--- src/rtl/mul_sgn_iter.sv ---
// rtl/mul_sgn_iter.sv - iterative radix-2^STEP signed/unsigned multiplier with valid/ready handshakes.
// Optional accumulator output enabled by defining MULSGN_ITER_ACC_EN.
module mul_sgn_iter #(
  parameter int WIDTH_X = 8,
  parameter int WIDTH_Y = 8,
  parameter int STEP    = 2
) (
  input  logic                       clk,
  input  logic                       rst,
  input  logic                       in_valid,
  output logic                       in_ready,
  input  logic [WIDTH_X-1:0]         X,
  input  logic [WIDTH_Y-1:0]         Y,
  input  logic                       sgn_x,
  input  logic                       sgn_y,
  output logic                       out_valid,
  input  logic                       out_ready,
  output logic [WIDTH_X+WIDTH_Y-1:0] P
`ifdef MULSGN_ITER_ACC_EN
  ,
  input  logic                       acc_en,
  input  logic                       acc_clr,
  output logic [WIDTH_X+WIDTH_Y+1:0] ACC
`endif
);

  localparam int NITER = (WIDTH_X + STEP - 1) / STEP;
  localparam int XP    = NITER * STEP;
  localparam int PW    = WIDTH_X + WIDTH_Y;
  localparam int CW    = (NITER > 1) ? $clog2(NITER) : 1;

  typedef enum logic [1:0] {IDLE, BUSY, DONE} state_t;

  state_t          state_q, state_d;
  logic [XP-1:0]   x_q, x_d;
  logic [PW-1:0]   y_q, y_d;
  logic            sgn_x_q, sgn_x_d;
  logic [CW-1:0]   cnt_q, cnt_d;
  logic [PW-1:0]   sum_q, sum_d;
  logic            in_ready_q, in_ready_d;
  logic            out_valid_q, out_valid_d;

  logic [XP-1:0]   x_ext;
  logic [PW-1:0]   y_ext;
  logic [STEP-1:0] dig_u;
  logic [PW-1:0]   dig_ext;
  logic [PW-1:0]   pp;
  logic            last;

`ifdef MULSGN_ITER_ACC_EN
  logic [PW+1:0]   acc_q, acc_d;
  logic            acc_en_q, acc_en_d;
`endif

  always_comb begin
    x_ext = {XP{sgn_x & X[WIDTH_X-1]}};
    x_ext[WIDTH_X-1:0] = X;
    y_ext = {PW{sgn_y & Y[WIDTH_Y-1]}};
    y_ext[WIDTH_Y-1:0] = Y;

    // The final digit of a signed X is itself signed, giving the MSB its negative weight.
    last    = (cnt_q == CW'(NITER - 1));
    dig_u   = x_q[STEP-1:0];
    dig_ext = {PW{last & sgn_x_q & dig_u[STEP-1]}};
    dig_ext[STEP-1:0] = dig_u;
    pp = dig_ext * y_q;

    state_d     = state_q;
    x_d         = x_q;
    y_d         = y_q;
    sgn_x_d     = sgn_x_q;
    cnt_d       = cnt_q;
    sum_d       = sum_q;
    in_ready_d  = in_ready_q;
    out_valid_d = out_valid_q;
`ifdef MULSGN_ITER_ACC_EN
    acc_d    = acc_q;
    acc_en_d = acc_en_q;
`endif

    case (state_q)
      IDLE: begin
        if (in_valid) begin
          x_d        = x_ext;
          y_d        = y_ext;
          sgn_x_d    = sgn_x;
          cnt_d      = '0;
          sum_d      = '0;
          in_ready_d = 1'b0;
          state_d    = BUSY;
`ifdef MULSGN_ITER_ACC_EN
          acc_en_d = acc_en;
          if (acc_clr) acc_d = '0;
`endif
        end
      end
      BUSY: begin
        sum_d = sum_q + pp;
        x_d   = x_q >> STEP;
        y_d   = y_q << STEP;
        cnt_d = cnt_q + CW'(1);
        if (last) begin
          cnt_d       = '0;
          out_valid_d = 1'b1;
          state_d     = DONE;
        end
      end
      DONE: begin
        if (out_ready) begin
          out_valid_d = 1'b0;
          in_ready_d  = 1'b1;
          state_d     = IDLE;
`ifdef MULSGN_ITER_ACC_EN
          if (acc_en_q) acc_d = acc_q + {{2{sum_q[PW-1]}}, sum_q};
`endif
        end
      end
      default: begin
        state_d     = IDLE;
        in_ready_d  = 1'b1;
        out_valid_d = 1'b0;
      end
    endcase
  end

  always_ff @(posedge clk) begin
    if (rst) begin
      state_q     <= IDLE;
      x_q         <= '0;
      y_q         <= '0;
      sgn_x_q     <= 1'b0;
      cnt_q       <= '0;
      sum_q       <= '0;
      in_ready_q  <= 1'b1;
      out_valid_q <= 1'b0;
`ifdef MULSGN_ITER_ACC_EN
      acc_q    <= '0;
      acc_en_q <= 1'b0;
`endif
    end else begin
      state_q     <= state_d;
      x_q         <= x_d;
      y_q         <= y_d;
      sgn_x_q     <= sgn_x_d;
      cnt_q       <= cnt_d;
      sum_q       <= sum_d;
      in_ready_q  <= in_ready_d;
      out_valid_q <= out_valid_d;
`ifdef MULSGN_ITER_ACC_EN
      acc_q    <= acc_d;
      acc_en_q <= acc_en_d;
`endif
    end
  end

  assign in_ready  = in_ready_q;
  assign out_valid = out_valid_q;
  assign P         = sum_q;
`ifdef MULSGN_ITER_ACC_EN
  assign ACC       = acc_q;
`endif

endmodule

--- config.mk ---
export PLATFORM = sky130hd
export DESIGN_NAME = mul_sgn_iter
export DESIGN_NICKNAME = d
export VERILOG_FILES = /design/src/rtl/mul_sgn_iter.sv
export SDC_FILE = /design/constraint.sdc
export NUM_CORES = 1
export LEC_CHECK = 0
export CAP_MARGIN = 20
export CORE_MARGIN = 3
export CORE_UTILIZATION = 61
export CTS_BUF_LIST = sky130_fd_sc_hd__clkbuf_8 sky130_fd_sc_hd__clkbuf_16
export DETAILED_ROUTE_END_ITERATION = 7
export PLACE_DENSITY = 0.95
export SKIP_CTS_REPAIR_TIMING = 1
export SLEW_MARGIN = 20
export SYNTH_ARGS = -nofsm -noshare
export SYNTH_HDL_FRONTEND = slang
export SYNTH_SLANG_ARGS = --single-unit
--- constraint.sdc ---
create_clock -name clk -period 7.1 [get_ports clk]
set_input_delay 1.42 -clock clk [delete_from_list [all_inputs] [get_ports clk]]
set_output_delay 1.42 -clock clk [all_outputs]
set_load 0.03 [all_outputs]
==> results of run 1 <==
cells by family (layout without fill, tap and decap cells):
family / count (synthesis) / in the layout / share of synthesized area, %
AO/OA/AOI/OAI: 91 / 91 / 18.1
XOR/XNOR: 14 / 14 / 3.55
buffers and inverters: 39 / 70 / 4.59
AND/OR/NAND/NOR: 140 / 140 / 19.5
flip-flops: 47 / 47 / 27.2
adder cells (fa/ha/maj): 58 / 58 / 27.1
how the worst min path moves through the flow:
stage	endpoint	slack, ps	start	cells past startpoint
2_1_floorplan	x_q[6]$_SDFFE_PP0P_	450	x_q[6]$_SDFFE_PP0P_	2
3_3_place_gp	x_q[7]$_SDFFE_PP0P_	460	x_q[7]$_SDFFE_PP0P_	2
3_5_place_dp	x_q[7]$_SDFFE_PP0P_	460	x_q[7]$_SDFFE_PP0P_	2
4_1_cts	x_q[7]$_SDFFE_PP0P_	470	x_q[7]$_SDFFE_PP0P_	2
5_1_grt	x_q[7]$_SDFFE_PP0P_	500	x_q[7]$_SDFFE_PP0P_	2
6_report	x_q[7]$_SDFFE_PP0P_	470	x_q[7]$_SDFFE_PP0P_	2
area by class of cell:
type	instances	area, um2	share of cell area [%]
clock buffer	6	82.6	2.07
clock inverter	2	38.8	0.971
inverter	20	75.1	1.88
multi-input combinational	303	2360	59.0
sequential	47	941	23.5
tap	70	87.6	2.19
timing repair buffer	42	413	10.3
power breakdown:
| group | switching [mW] | internal (mW) |
|---|---|---|
| clock network | 0.0992 | 0.116 |
| logic | 0.0586 | 0.0432 |
| registers | 0.0194 | 0.277 |
worst max-delay path: stages, from the launching register on:
cell and delay [ps]:
dfxtp_1 620, nand3_1 490, or2_2 460, fa_1 500, fa_1 510, inv_1 60, fa_1 510, ha_1 210
inv_1 70, fa_1 430, nor2b_4 170, o31ai_2 90, a211oi_2 320, o22ai_2 150, xnor2_1 140, a22o_1 200
flip-flops by register name, indices dropped and copies added (netlist names):
register,cells
sgn_x_q,1
state_q,2
in_ready,1
P,16
cnt_q,2
out_valid,1
y_q,16
x_q,8
per-stage QoR:
stage	setup WS, ps	instance area, um2	hold slack [ps]
finish	2080	4000	475
global route	1830	4000	502
CTS	2130	4000	474
detailed placement	2210	3870	460
global placement	2450	3870	457
floorplan	2900	3460	448
cell usage in the layout, fill, tap and decap left out, types with 2 or more instances in the layout:
cell             synthesis  routed
a211oi_1                 2       2
a21oi_1                 33      33
a22o_1                   5       5
a22oi_1                 10      10
a311oi_1                11      11
and2_1                  25      25
buf_4                    1       3
clkbuf_8                 0       6
clkdlybuf4s50_1          0      39
dfxtp_1                 47      47
fa_1                    28      28
ha_1                    30      30
inv_1                   19      19
nand2_1                 44      44
nand2b_1                 4       4
nand3_1                 15      15
nor2_1                  35      35
nor3_1                   4       4
o21a_1                   4       4
o21ai_0                  4       4
o21ai_1                  4       4
o21bai_1                 2       2
o22ai_1                  2       2
o31a_1                   2       2
or2_2                    2       2
or3_1                    2       2
xnor2_1                 12      12
xor2_1                   2       2
per-layer routing:
| layer | vias to the layer above | routed length (um) | GRT usage, % |
|---|---|---|---|
| met5 | - | 0 | 0 |
| met4 | 0 | 252 | 10.1 |
| li1 | 1405 | - | - |
| met1 | 1431 | 3470 | 35.0 |
| met2 | 136 | 4420 | 46.9 |
| met3 | 38 | 513 | 4.77 |
==> flow_metrics.py, run 1 <==
metrics = {
    "yosys": {
        "ys_seq_area_share_pct": 27.2,
        "synth_ff_type": "dfxtp_1",
        "synth_edf_count": 0,
        "async_reset_ff_share_pct": 0,
        "netlist_instances": 389,
        "synth_area_leaders": "dfxtp_1 (27%), fa_1 (16%), ha_1 (11%)",
        "synth-seq-cells": 47,
        "syn_area_per_cell_um2": 8.89,
        "yosys.area.top_type": "dfxtp_1",
        "ys_warn_count": 0,
        "synth_top_area_share_pct": 27.2,
        "synthTopCellsByCount": "dfxtp_1 (47), nand2_1 (44), nor2_1 (35), a21oi_1 (33), ha_1 (30)",
        "yosys.cell_types.count": 51,
        "synth_area_mm2": 0.00346,
        "synth.most_common_cell": "dfxtp_1",
        "syn-num-nets": 469,
    },
    "global_routing": {
        "overflow": 0,
        "antenna_found_initial": 0,
        "grt_pass1_vias": 2897,
        "grt_pass1_wl_mm": 14.0,
        "grt_max_degree": 44,
        "gr-usage-all-layers_pct": 27.6,
    },
    "sta": {
        "fmax_mhz": 199,
        "min_period_ps": 5020,
        "min_period_over_period_pct": 70.7,
        "rsz0062_at_grt": "no",
        "setup_tns_ps": 0,
        "slew_violations": 0,
        "final.setup_skew_ps": 7.99,
        "slew-limit-headroom_pct": 41.4,
        "setup_viol": 0,
        "timing.final.hold_violations": 0,
        "worst_pin_slew_ps": 879,
    },
    "die": {
        "core_area_mm2": 0.00530,
        "dieArea_mm2": 0.00661,
        "pin_count": 40,
        "die_h_um": 81.3,
        "die_x_um": 81.3,
        "rows": 26,
        "start_util_pct": 65.2,
    },
    "layout": {
        "antenna_cells": 0,
        "fin_nets": 499,
        "syn2layout_area_growth_pct": 15.6,
        "fin_cells": 490,
        "layout-drive-gt1-share_pct": 5.24,
        "finalCoreUtilization_pct": 75.4,
        "fillerInstances": 363,
    },
    "placement": {
        "port_buffers": 39,
        "dp_cells": 482,
        "gp_congestion": 0.871,
        "hpwl_mm": 6.31,
    },
    "worst_setup_path": {
        "critPathLaunchType": "flop",
        "required_ps": 7310,
        "timing.rr.end": "P[14]$_SDFFE_PP0P_",
        "cp-startpoint": "x_q[1]$_SDFFE_PP0P_",
        "r2r_setup_slack_ps": 2080,
        "critPathCapture": "P[14]$_SDFFE_PP0P_",
        "cp-end-kind": "flop",
        "r2r-start": "x_q[1]$_SDFFE_PP0P_",
        "rr_worst_depth": 15,
        "path_max_fanout": 17,
        "path_class": "reg -> reg",
        "worstPathArrival_ps": 5230,
    },
    "power_and_ir_drop": {
        "design_power_total_mw": 0.613,
        "power_density_mw_per_mm2": 154,
        "vdd_drop_max_mv": 0.130,
        "p_leak_nw": 1.80,
    },
    "drt": {
        "ant_nets": 0,
        "routed-via-count": 3010,
        "wl_per_cell_um": 17.7,
        "drt_iter0_markers": 265,
        "routed_via_density": 6.14,
        "first_pass_iters": 7,
        "post-route-drc-count": 0,
        "routed_wirelength_mm": 8.66,
    },
    "clock_network": {
        "cts.path.max_buffers": 2,
        "numCtsBuffers": 5,
        "root_buffer": "clkbuf_8",
        "clk_latency_ps": 310,
        "cts.sinks": 47,
        "path_clk_slew_ps": 100,
        "cts_tree": "yes",
        "h-tree-depth": 2,
    },
    "outcome": {
        "status": "completed",
    },
    "job": {
        "maxCapViolCount": 0,
    },
    "min_path": {
        "hold_class": "reg -> reg",
    },
}
(Power assumes the default switching activity.)
==> run 2: changes to the inputs <==
--- a/config.mk
+++ b/config.mk
@@ -7,10 +7,10 @@
 export LEC_CHECK = 0
 export CAP_MARGIN = 20
 export CORE_MARGIN = 3
-export CORE_UTILIZATION = 61
+export CORE_UTILIZATION = 51
 export CTS_BUF_LIST = sky130_fd_sc_hd__clkbuf_8 sky130_fd_sc_hd__clkbuf_16
 export DETAILED_ROUTE_END_ITERATION = 7
-export PLACE_DENSITY = 0.95
+export PLACE_DENSITY = 0.86
 export SKIP_CTS_REPAIR_TIMING = 1
 export SLEW_MARGIN = 20
 export SYNTH_ARGS = -nofsm -noshare
==> constraint.sdc (replaced) <==
create_clock -name clk -period 4.3 [get_ports clk]
set_input_delay 0.86 -clock clk [delete_from_list [all_inputs] [get_ports clk]]
set_output_delay 0.86 -clock clk [all_outputs]
set_load 0.03 [all_outputs]
==> run 2 against run 1 <==
Critical path depth increased by 1. Non-clock buffer count increased by 6. Sequential cell count unchanged.
==> flow_metrics.py, run 2 (same netlist as run 1, synthesis figures left out) <==
metrics = {
    "sta": {
        "min_period_over_period_pct": 96.1,
        "min_period_ps": 4130,
        "setup_viol": 0,
        "slew_violations": 0,
        "fmax_mhz": 242,
        "setup_ws_ps": 169,
        "worst_pin_slew_ps": 871,
        "final.setup_skew_ps": 6.99,
        "timing.final.hold_violations": 0,
        "slew-limit-headroom_pct": 41.9,
    },
    "clock_network": {
        "cts.sinks": 47,
        "cts_tree": "yes",
        "path_clk_slew_ps": 100,
        "numCtsBuffers": 5,
        "cts.path.max_buffers": 2,
        "h-tree-depth": 2,
        "root_buffer": "clkbuf_8",
        "clk_latency_ps": 310,
    },
    "layout": {
        "stdcell_area_mm2": 0.00408,
        "finalCoreUtilization_pct": 63.1,
        "ff_latch_area_um2": 946,
        "syn2layout_area_growth_pct": 17.9,
        "final_cell_mix": "dfxtp_1 (45), nand2_1 (44), clkdlybuf4s50_1 (39)",
        "fillerInstances": 529,
        "fin_nets": 505,
        "fin_cells": 503,
        "final_common_cell": "dfxtp_1",
        "layout-drive-gt1-share_pct": 8.22,
        "multiInputGateArea_mm2": 0.00239,
        "antenna_cells": 0,
    },
    "worst_setup_path": {
        "slowest_stage": "fa_1",
        "r2r-start": "cnt_q[0]$_SDFFE_PP0P_",
        "crit_path_max_incr_delay_ps": 510,
        "path_cells": "ha_4 > nand3_2 > or2_4 > fa_1 > fa_1 > inv_1 > fa_1 > ha_2 > inv_1 > fa_2 > nor2b_4 > o31ai_2 > a211oi_2 > o22ai_2 > xnor2_1 > a22o_1",
        "cp-end-kind": "flop",
        "cp-startpoint": "cnt_q[0]$_SDFFE_PP0P_",
        "critPathCapture": "P[14]$_SDFFE_PP0P_",
        "path_max_fanout": 3,
        "timing.rr.end": "P[14]$_SDFFE_PP0P_",
        "crit_path_frequent_cell": "fa_1",
        "rr_worst_depth": 16,
        "critPathLaunchType": "flop",
        "required_ps": 4510,
        "r2r_setup_slack_ps": 170,
        "path_class": "reg -> reg",
        "worstPathArrival_ps": 4350,
    },
    "drt": {
        "wl_per_cell_um": 15.4,
        "ant_nets": 0,
        "routed-via-count": 2906,
        "routed_wirelength_mm": 7.72,
        "post-route-drc-count": 0,
        "routed_via_density": 5.78,
        "first_pass_iters": 5,
        "drt_iter0_markers": 183,
    },
    "die": {
        "die_x_um": 88.3,
        "pin_count": 40,
        "start_util_pct": 53.5,
        "die_h_um": 88.3,
        "dieArea_mm2": 0.00780,
        "core_area_mm2": 0.00646,
        "rows": 29,
    },
    "global_routing": {
        "antenna_found_initial": 0,
        "grt_max_degree": 36,
        "overflow": 0,
        "grt_pass1_vias": 2811,
        "gr-usage-all-layers_pct": 20.5,
        "grt_pass1_wl_mm": 12.7,
    },
    "placement": {
        "hpwl_mm": 5.73,
        "port_buffers": 39,
        "gp_congestion": 0.889,
        "placed_area_mm2": 0.00391,
        "pre_cts_slack_ps": -25.3,
        "dp_cells": 493,
    },
    "min_path": {
        "hold_class": "reg -> reg",
    },
    "power_and_ir_drop": {
        "power_density_mw_per_mm2": 244,
        "p_leak_nw": 1.83,
        "design_power_total_mw": 0.995,
        "vdd_drop_max_mv": 0.175,
    },
    "outcome": {
        "status": "completed",
    },
    "job": {
        "maxCapViolCount": 0,
    },
}
-- run 2: changes by cell type in the layout (fill, tap and decap cells not counted), sizes merged --
| cell | delta |
|---|---|
| clkbuf | -1 |
| buf | +6 |
| clkinv | +1 |
-- run 2: power by group --
part,switching [mW],total [mW],internal (mW)
Clock,0.166,0.342,0.176
Combinational,0.0981,0.172,0.0739
Sequential,0.0238,0.481,0.458
Total,0.287,0.995,0.708
-- run 2: stage by stage --
step                      hold slack, ps  TNS (ps)
after global routing                 508     -4.74
final                                489         0
after detailed placement             473     -25.3
after global placement               458         0
after CTS                            486     -58.3
after floorplan                      448         0
-- run 2: how the worst min path moves through the flow --
stage                                    start                    to  slack (ps)  cells past startpoint
after floorplan            x_q[6]$_SDFFE_PP0P_   x_q[6]$_SDFFE_PP0P_         450                      2
after global placement     x_q[6]$_SDFFE_PP0P_   x_q[6]$_SDFFE_PP0P_         460                      2
after detailed placement  sgn_x_q$_SDFFE_PP0P_  sgn_x_q$_SDFFE_PP0P_         470                      2
after CTS                 sgn_x_q$_SDFFE_PP0P_  sgn_x_q$_SDFFE_PP0P_         490                      2
after global routing       x_q[7]$_SDFFE_PP0P_   x_q[7]$_SDFFE_PP0P_         510                      2
final                      x_q[7]$_SDFFE_PP0P_   x_q[7]$_SDFFE_PP0P_         490                      2
-- run 2: cell type report --
cell class	instances	area share, %
Sequential cell	47	23.2
Clock buffer	5	1.69
Timing Repair Buffer	48	11.2
Tap cell	77	2.36
Clock inverter	3	1.17
Inverter	20	1.84
Multi-Input combinational cell	303	58.5
-- run 2: worst max-delay path: cells and delay by family (launching register included) --
family | cells | cell delay, ps
adders and majority gates | 6 | 2200
xor gates and xnor gates | 1 | 130
DFF | 1 | 380
AOI/OAI and AO/OA | 4 | 740
buffers and inverters | 2 | 110
and+or+nand+nor | 3 | 470
-- run 2: per-layer routing --
metal | wire length (um) | part of all wire (%) | track usage [%]
met1 | 3270 | 42 | 25.4
met2 | 3930 | 51 | 36.6
met3 | 392 | 5.1 | 3.35
met4 | 130 | 1.7 | 5.77
met5 | 0 | 0 | 0
==> edit 1: new RTL, flow settings as in run 1 <==
`x_q`, `y_q` and `sum_q` no longer have a reset.
--- a/src/rtl/mul_sgn_iter.sv
+++ b/src/rtl/mul_sgn_iter.sv
@@ -128,7 +128,4 @@
       state_q     <= IDLE;
-      x_q         <= '0;
-      y_q         <= '0;
       sgn_x_q     <= 1'b0;
       cnt_q       <= '0;
-      sum_q       <= '0;
       in_ready_q  <= 1'b1;
@@ -141,7 +138,4 @@
       state_q     <= state_d;
-      x_q         <= x_d;
-      y_q         <= y_d;
       sgn_x_q     <= sgn_x_d;
       cnt_q       <= cnt_d;
-      sum_q       <= sum_d;
       in_ready_q  <= in_ready_d;
@@ -153,2 +147,8 @@
     end
+  end
+
+  always_ff @(posedge clk) begin
+    x_q   <= x_d;
+    y_q   <= y_d;
+    sum_q <= sum_d;
   end
Function: differs if rst is asserted again (counterexample within 4 cycles, from zero or initial values and one cycle with rst high); with rst held inactive, the same outputs for 4 cycles.
==> edit 1 against run 1 <==
Setup slack better by 0.048 ns. Design area is 2.0% higher. Sequential cell count stayed put. Non-clock buffer count is 1 lower. Routed wire length is 23% lower. Area after synthesis is 2.8% higher. First-iteration DRC count is 62% lower.
Power is not compared: it rests on default switching activity, and its combinational part moved more than twofold at a synthesized area within 25%.
==> edit 1: results (changes against run 1) <==
[timing]
post-route-period-util_pct = 70.0  ; -0.67 points
fin_skew_ns = 0.00908  ; +0.00110 ns
tightest_slew_ns = 0.574  ; -0.305 ns

[outcome]
status = completed

[logic_synthesis]
synth_nets = 417  ; -11%
synth_xor_area_share_pct = 3.70  ; +0.15 points
synthAdderAreaFrac_pct = 26.3  ; -0.73 points
yosysSeqAreaShare_pct = 37.7  ; +11 points
synth_ff_type = edfxtp_1
synthDistinctLibCells = 41  ; -20%
yosys-top-cells-area = edfxtp_1, fa_1, ha_1, and2_1, nand2_1
synth_compound_area_share_pct = 8.59  ; -9.5 points
synthTopCellsByCount = nand2_1, edfxtp_1, nor2_1

[worst_setup_path]
max_stage_delay_ns = 0.51  ; -0.11 ns
reg2reg_slack_ns = 2.13  ; +0.05 ns
cp_slowest_cell = fa_1

[detailed_routing]
dr.pass1.iters = 4  ; -3
drt_iter0_drc = 101  ; -62%
wl_per_cell_um = 15.0  ; -15%
vias_per_cell = 5.59  ; -9.0%

[clocking]
numCtsBuffers = 5  ; unchanged
ctsHtreeMaxLevel = 2  ; unchanged

[final_layout]
buffers_excl_clock = 41  ; -2.4%
final-clk-cell-share_pct = 2.24  ; -0.80 points
sh_seq_area_pct = 32.9  ; +9.4 points
num-nonclk-inverters = 12  ; -40%
multi_input_gates = 266  ; -12%
nNetsFinal = 453  ; -9.2%
layout-drive-gt1-share_pct = 5.08  ; -0.16 points
fin_util_pct = 73.1  ; -2.2 points
nFillCells = 377  ; +3.9%

[placed_design]
dp_hpwl_mm = 5.16  ; -18%
gp_congestion = 0.924  ; +6.1%

[global_route]
grt_max_degree = 41  ; -6.8%
grt_pass1_vias = 2456  ; -15%

[pwr]
p_leak_nw = 1.87

-- edit 1: changes by cell type after synthesis, moves of 11 or more --
cell	delta
dfxtp_1	-40
edfxtp_1	+40
a21oi_1	-23
nand3_1	-14
a311oi_1	-11
-- edit 1: power by group --
group	leakage, nW	switching [W]	total (W)	internal [W]
logic	1.35	0.000285	0.000530	0.000244
clock network	0.0489	0.000101	0.000172	0.0000715
registers	0.474	0.0000407	0.000395	0.000354
total	1.87	0.000427	0.00110	0.000670
-- edit 1: per-stage QoR --
| step | power (W) | hold WS (ns) | cells |
|---|---|---|---|
| finish | 0.00110 | 0.520 | 446 |
| global route | 0.00118 | 0.554 | 446 |
| detailed placement | 0.000921 | 0.492 | 438 |
| CTS | 0.00110 | 0.516 | 446 |
| global placement | 0.000899 | 0.489 | 438 |
| floorplan | 0.000781 | 0.461 | 337 |
-- edit 1: path summary, 6_finish.rpt --
kind                                from  endpoint  depth (start not counted)
worst max-delay path            cnt_q[0]     P[12]                         16
worst max register to register  cnt_q[0]     P[12]                         16
worst min-delay path              x_q[5]    x_q[3]                          2
worst min register to register    x_q[5]    x_q[3]                          2
-- edit 1: critical path, delay by kind of cell, from the launching register on --
kind,cells,cell delay (ns)
adders and majority gates,6,2.43
DFF,1,0.38
xor gates and xnor gates,1,0.16
and+or+nand+nor,4,1.06
buffers and inverters,2,0.12
AOI/OAI and AO/OA,3,0.57
-- edit 1: cells by family after synthesis --
group / Yosys count
AND/OR/NAND/NOR: 148
adder cells (fa/ha/maj): 58
flip-flops: 47
AO/OA/AOI/OAI: 45
buffers and inverters: 24
XOR/XNOR: 15
-- edit 1: metal layers --
metal	up-vias	GRT usage, %	share of wire (%)
met5	-	0	0
met4	0	7.97	1.7
met3	12	4.01	3.8
met2	59	36.0	49
met1	1205	29.4	46
li1	1216	-	-
==> edit 2: new RTL, settings of run 1 <==
Without the edit above. `STEP`: 2 -> 4. Comments in the files are not updated.
--- a/src/rtl/mul_sgn_iter.sv
+++ b/src/rtl/mul_sgn_iter.sv
@@ -5,3 +5,3 @@
   parameter int WIDTH_Y = 8,
-  parameter int STEP    = 2
+  parameter int STEP    = 4
 ) (
Function: changed (Yosys sat finds a counterexample within 4 cycles, from zero or initial values and one cycle with rst high).
==> edit 2 against run 1 <==
Synthesized cell count increased by 25%. Sequential cell count decreased by 1. Design area increased by 19%. Total power increased by 13%. Utilization decreased by 2.4 points. Routed wire length increased by 13%. Sequential power increased by 2%. Area after synthesis increased by 21%. Final cell count increased by 21%. Setup slack got worse by 0.39 ns. Critical endpoint is now P[15]. Largest cell class unchanged. Highest routed layer unchanged.
==> edit 2: results (changes against run 1) <==
[outcome]
status = completed

[worst_setup_path]
reg2reg_slack_ns = 1.70  ; -0.39 ns
reg2reg_depth = 14  ; -1
r2r_end = P[15]
startpoint = x_q[3]
cp.arrival_ns = 5.61  ; +0.38 ns
cp_max_fo = 15  ; -2

[global_route]
grt_usage_pct = 28.2  ; +0.59 points
grt_max_degree = 43  ; -2.3%
grt_pass1_wl_mm = 17.0  ; +22%

[final_layout]
nNetsFinal = 617  ; +24%
nFillCells = 459  ; +26%

[worst_hold_path]
whs_endpoint = x_q[3]

[detailed_routing]
dr.pass1.iters = 5  ; -2
vias_per_cell = 5.84  ; -5.0%

[pwr]
p_leak_nw = 2.15  ; +20%
ir_drop_v = 0.000110  ; -16%
internal_power_w = 0.000457  ; +4.8%

[logic_synthesis]
yosys-top-cells-area = fa_1, dfxtp_1, ha_1, and2_1, inv_1
synth_nets = 588  ; +25%
synthTopCellsByCount = inv_1, nor2_1, fa_1
yosysSeqAreaShare_pct = 22.0  ; -5.2 points

[placed_design]
gp_congestion = 0.874  ; +0.32%
place_ws_ns = 1.76  ; -0.449 ns

[timing]
tightest_slew_ns = 0.699  ; -0.180 ns
fin_skew_ns = 0.00742  ; -0.000566 ns

## edit 2: cell count changes in the layout (fill, tap and decap cells not counted), moves of 5 or more
cell | run 1 | this run
a21oi_1 | 33 | 26
a22o_1 | 5 | 0
a22oi_1 | 10 | 20
and2_1 | 25 | 48
fa_1 | 28 | 50
inv_1 | 19 | 72
nand2_1 | 44 | 33
nand3_1 | 15 | 5
nor2_1 | 35 | 58
nor2b_1 | 1 | 7
o21ai_0 | 4 | 9
## edit 2: per-layer routing
layer | wire [um] | vias to the layer above | GRT usage, %
li1 | - | 1617 | -
met1 | 3980 | 1651 | 34.8
met2 | 4820 | 160 | 47.2
met3 | 701 | 34 | 6.08
met4 | 323 | 0 | 13.3
met5 | 0 | - | 0
## edit 2: power by group through the flow
stage | clock, W | sequential, W | combinational [W]
floorplan | 0 | 0.000302 | 0.000125
CTS | 0.000205 | 0.000303 | 0.000183
finish | 0.000204 | 0.000304 | 0.000183
global route | 0.000216 | 0.000307 | 0.000208
global placement | 0 | 0.000307 | 0.000170
detailed placement | 0 | 0.000308 | 0.000180
## edit 2: worst max path at each step
stage             to  slack (ns)
2_1_floorplan  P[15]        2.65
3_3_place_gp   P[15]        2.01
3_5_place_dp   P[15]        1.76
4_1_cts        P[15]        1.74
5_1_grt        P[14]        1.26
6_report       P[15]        1.70
## edit 2: metrics by stage
step	hold slack, ns	area [um^2]	utilization (%)	total power, W	instances
finish	0.482	4740	73.0	0.000691	593
global route	0.516	4740	73.0	0.000731	593
CTS	0.484	4740	73.0	0.000691	593
detailed placement	0.475	4630	71.3	0.000489	585
global placement	0.465	4630	71.3	0.000477	585
floorplan	0.455	4190	-	0.000427	486
## edit 2: area by class of cell
type	instances	area share, %
inverters	71	5.62
clock buffers	5	1.45
multi-input cells	348	61.7
repair buffers	43	8.87
clock inverters	3	0.871
flip-flops and latches	46	19.4
well taps	77	2.03
## edit 2: logic make-up after synthesis
group | share of synthesized area (%)
simple gates | 18.9
buf+inv | 8.32
compound gates | 13.8
fa+ha+maj | 32.8
flops | 22.0
xor+xnor | 3.67
mux | 0.477
## edit 2: worst max-delay path, cell delays in order (launching register included)
cell and delay (ns):
dfxtp_1 0.56, nand3_1 0.50, or2_2 0.48, fa_1 0.51
fa_1 0.52, fa_1 0.52, fa_1 0.55, inv_1 0.07
fa_1 0.50, a211oi_2 0.30, o21a_1 0.22, o21bai_2 0.09
a211oi_1 0.25, xnor2_1 0.15, o21ai_1 0.07
